==> src/rtl/clk_gate_ctrl.sv <==
// clk_gate_ctrl: per-channel HALT/RUN/STEP state machines driving the synchronous CE
// of one gated clock buffer each, so redundant cores can be halted or stepped in lockstep.
module clk_gate_ctrl #(
    parameter int   NUM_CH    = 3,
    parameter int   CNT_W     = 16,
    parameter logic RESET_RUN = 1'b1
) (
    input  logic              clk_in,
    input  logic              reset,
    input  logic              cmd_valid,
    output logic              cmd_ready,
    input  logic [1:0]        cmd_op,
    input  logic [NUM_CH-1:0] cmd_mask,
    input  logic [CNT_W-1:0]  cmd_count,
    output logic [NUM_CH-1:0] ce_out,
    output logic [NUM_CH-1:0] clk_out,
    output logic [NUM_CH-1:0] busy,
    output logic [NUM_CH-1:0] done
);
    typedef enum logic [1:0] {HALTED, RUNNING, STEPPING} state_t;
    localparam logic [1:0] OP_HALT = 2'b00;
    localparam logic [1:0] OP_RUN  = 2'b01;
    localparam logic [1:0] OP_STEP = 2'b10;
    logic ready_q;
    logic cmd_acc;
    always_ff @(posedge clk_in) ready_q <= !reset;
    assign cmd_ready = ready_q;
    assign cmd_acc   = cmd_valid && ready_q;
    for (genvar i = 0; i < NUM_CH; i++) begin : g_ch
        state_t           state_q;
        logic [CNT_W-1:0] cnt_q;
        logic             ce_q, busy_q, done_q, gate_q, hit;
        assign hit = cmd_acc && cmd_mask[i];
        always_ff @(posedge clk_in) begin
            if (reset) begin
                state_q <= RESET_RUN ? RUNNING : HALTED;
                cnt_q   <= '0;
                ce_q    <= RESET_RUN;
                busy_q  <= 1'b0;
                done_q  <= 1'b0;
            end else begin
                done_q <= 1'b0;
                if (hit && cmd_op == OP_HALT) begin
                    state_q <= HALTED;
                    cnt_q   <= '0;
                    ce_q    <= 1'b0;
                    busy_q  <= 1'b0;
                end else if (hit && cmd_op == OP_RUN) begin
                    state_q <= RUNNING;
                    cnt_q   <= '0;
                    ce_q    <= 1'b1;
                    busy_q  <= 1'b0;
                end else if (hit && cmd_op == OP_STEP) begin
                    state_q <= (cmd_count == '0) ? HALTED : STEPPING;
                    cnt_q   <= cmd_count;
                    ce_q    <= (cmd_count != '0);
                    busy_q  <= (cmd_count != '0);
                    done_q  <= (cmd_count == '0);
                end else if (state_q == STEPPING) begin
                    // Last enabled cycle: drop CE and report completion together.
                    if (cnt_q <= CNT_W'(1)) begin
                        state_q <= HALTED;
                        cnt_q   <= '0;
                        ce_q    <= 1'b0;
                        busy_q  <= 1'b0;
                        done_q  <= 1'b1;
                    end else begin
                        cnt_q <= cnt_q - CNT_W'(1);
                    end
                end
            end
        end
        // Enable is retimed onto the falling edge so the gate only switches while clk_in is low.
        always_ff @(negedge clk_in) gate_q <= ce_q;
        assign clk_out[i] = clk_in & gate_q;
        assign ce_out[i]  = ce_q;
        assign busy[i]    = busy_q;
        assign done[i]    = done_q;
    end
endmodule

==> config.mk <==
export PLATFORM = sky130hd
export DESIGN_NAME = clk_gate_ctrl
export DESIGN_NICKNAME = d
export VERILOG_FILES = /design/src/rtl/clk_gate_ctrl.sv
export SDC_FILE = /design/constraint.sdc
export NUM_CORES = 1
export LEC_CHECK = 0
export CAP_MARGIN = 10
export CORE_AREA = 5 5 128 130
export CTS_CLUSTER_SIZE = 10
export DETAILED_ROUTE_END_ITERATION = 10
export DIE_AREA = 0 0 133 135
export SYNTH_ARGS = -nofsm -noshare
export SYNTH_HDL_FRONTEND = slang
export SYNTH_SLANG_ARGS = --single-unit
==> constraint.sdc <==
create_clock -name clk_in -period 2.1 [get_ports clk_in]
set_input_delay 0.315 -clock clk_in [delete_from_list [all_inputs] [get_ports clk_in]]
set_output_delay 0.315 -clock clk_in [all_outputs]
set_load 0.005 [all_outputs]
==> results.cfg <==
[status]
status = complete, but fails checks
violations = setup timing

[critical_path]
ff2ff_path_depth = 8
startpoint_type = flip-flop
cp.arrival_ns = 2.10
required_ns = 1.78
crit_fanout = 1
crit_path_end_kind = output pin
critical_path_class = reg2out

[timing]
hold_viol = 0
fin_worst_skew_ns = 0.0773
slew_viol_final = 0
worstMarginPinSlew_ns = 0.627
finalWorstSetupSlack_ns = -0.319
rsz0062_at_grt = yes
tns_ns = -0.937
setup_violations = 6
slew_headroom_pct = 57.8
fin_hold_ws_ns = 0.485

[detailed_routing]
wl_per_cell_um = 16.0
vias = 3646
antenna_left = 0
routed_via_density = 5.02
dr.pass1.iters = 5
wl_mm = 11.7
drt_iter0_markers = 310
drc = 0

[logic_synthesis]
synth_compound_area_share_pct = 18.0
synth_top_area_share_pct = 35.0
yosys-top-cells-area = dfxtp_1 35%, nand2_1 6.7%, xnor2_1 6.0%
synth_top_family_by_area = simple AND/OR/NAND/NOR gates
yosysWarnings = 0
synthAdderAreaFrac_pct = 2.05
syn-num-nets = 481
synth_cells = 451
syn_avg_cell_area_um2 = 8.12
synth.area.mux_share_pct = 0
ys_ff_latch = 64
synth_area_um2 = 3660
async_reset_ff_share_pct = 0
synth_xor_area_share_pct = 9.33
ys_seq_area_share_pct = 35.0
synthSimpleGateAreaFrac_pct = 30.7
yosysUniqueCellTypes = 50
yosysTopAreaCell = dfxtp_1
synth_edf_count = 0
synth_ff_type = dfxtp_1

[layout]
n_fill_cell = 1535
final_common_cell = nand2_1
num_antenna_cells = 0
drive_gt1_share_pct = 17.6
nets = 563
multiInputGateArea_um2 = 2210
fin_util_pct = 32.9
register_area_um2 = 1280
syn2layout_area_growth_pct = 34.9
post-route-cell-area_um2 = 4940
final_cell_mix = 65 x nand2_1, 62 x dfxtp_1, 55 x buf_4

[floorplanning]
start_util_pct = 24.4
row_count = 45
die_w_um = 133
num_io_pins = 37
die_height_um = 135
die_area_um2 = 18000
coreArea_um2 = 15000

[placement]
io_buffers = 36
globalplace.congestion = 0.883
hpwl_mm = 8.91
place_area_um2 = 4530

[clock_tree]
clkLatencyLatePin_ns = 0.52
cts_tree = built
cts_setup_buffers = 0
path_clk_slew_ns = 0.06

[global_routing]
grt_pass1_vias = 3670
use_met3_pct = 4.21
antenna_found_initial = 0
use_met1_pct = 16.0
track_usage_pct = 13.6
grt_max_degree = 19
grtUsageMet2_pct = 22.0
grt_first_pass_wirelength_mm = 19.0
overflow = 0
grt_busiest_layer = met2

[hold_path]
hold_depth = 2
min_path_type = reg2reg

[flow_run]
maxCapViolCount = 0

[pwr]
leakage_nw = 1.97
power_density_nw_per_um2 = 780
peakVddDrop_mv = 0.397
## path summary, 6_finish.rpt
path                      start                  to  slack, ns
min reg2reg  g_ch[0].state_q[0]  g_ch[0].state_q[0]       0.49
min          g_ch[0].state_q[0]  g_ch[0].state_q[0]       0.49
max reg2reg    g_ch[2].cnt_q[0]    g_ch[2].cnt_q[8]       0.17
max              g_ch[2].gate_q          clk_out[2]      -0.32
## layout make-up
type / count / share of cell area (%)
well taps: 188 / 4.76
inverters: 9 / 0.684
clock buffers: 17 / 7.34
flip-flops and latches: 64 / 26.0
clock inverters: 10 / 1.44
repair buffers: 88 / 15.0
multi-input cells: 351 / 44.7
## report_power, final
part	total (W)	switching [W]	internal [W]	leakage, nW
sequential	0.00128	0.0000304	0.00125	0.518
clock	0.00210	0.000767	0.00133	0.230
combinational	0.000481	0.000253	0.000228	1.23
## worst max-delay path, cell delays in order, from the launching register on
cell and delay, ns:
dfxtp_2 0.30, and2_4 0.13, buf_6 0.10
## kinds of logic after synthesis
group	after synthesis
XOR/XNOR	39
adder cells (fa/ha/maj)	6
flip-flops	64
AO/OA/AOI/OAI	89
buffers and inverters	36
AND/OR/NAND/NOR	217
## metal layers
metal | wire, um | up-vias
met5 | 0 | -
met4 | 403 | 0
met3 | 791 | 31
met2 | 5530 | 118
met1 | 4930 | 1715
li1 | - | 1782
## stage by stage
| stage | std cells | setup WS (ns) | power [W] |
|---|---|---|---|
| 5_1_grt | 727 | -0.347 | 0.00401 |
| 3_3_place_gp | 704 | -0.231 | 0.00194 |
| 6_report | 727 | -0.319 | 0.00385 |
| 3_5_place_dp | 704 | -0.191 | 0.00194 |
| 2_1_floorplan | 451 | 0.317 | 0.00163 |
| 4_1_cts | 727 | -0.334 | 0.00376 |
## cells in the mapped netlist, types with 2 or more instances
library cell   n
a211oi_1       8
a211oi_4       2
a21oi_1       14
a221oi_1      13
a22oi_1        3
a31oi_1        5
and2_1        16
and3_1        14
buf_2          4
buf_4         10
clkbuf_1      11
dfxtp_1       64
ha_1           6
inv_1         10
nand2_1       65
nand2b_1       4
nand3_1       24
nand3b_1       3
nand4_1        6
nor2_1        39
nor2b_1        4
nor3_1        10
nor3b_1        3
nor4_1        16
nor4_4         2
nor4b_1        2
o211ai_1       2
o21a_1         2
o21ai_0       16
o21ai_1        5
o221ai_1       9
o22ai_1        3
o31a_1         2
xnor2_1       25
xor2_1        14
## flip-flops by register name (all words and copies together), names as in the netlist
register and flops:
g_ch.ce_q 3, g_ch.cnt_q 48, g_ch.state_q 6, g_ch.gate_q 3
cmd_ready 1, g_ch.done_q 3
## repair_timing
| item | CTS | global route |
|---|---|---|
| pin swaps | 2 | 0 |
| setup endpoints to repair | 6 | 6 |
| hold buffers | 0 | 0 |
| resized for setup | 12 | 8 |
Note: power is estimated with default switching activity, not from simulation.
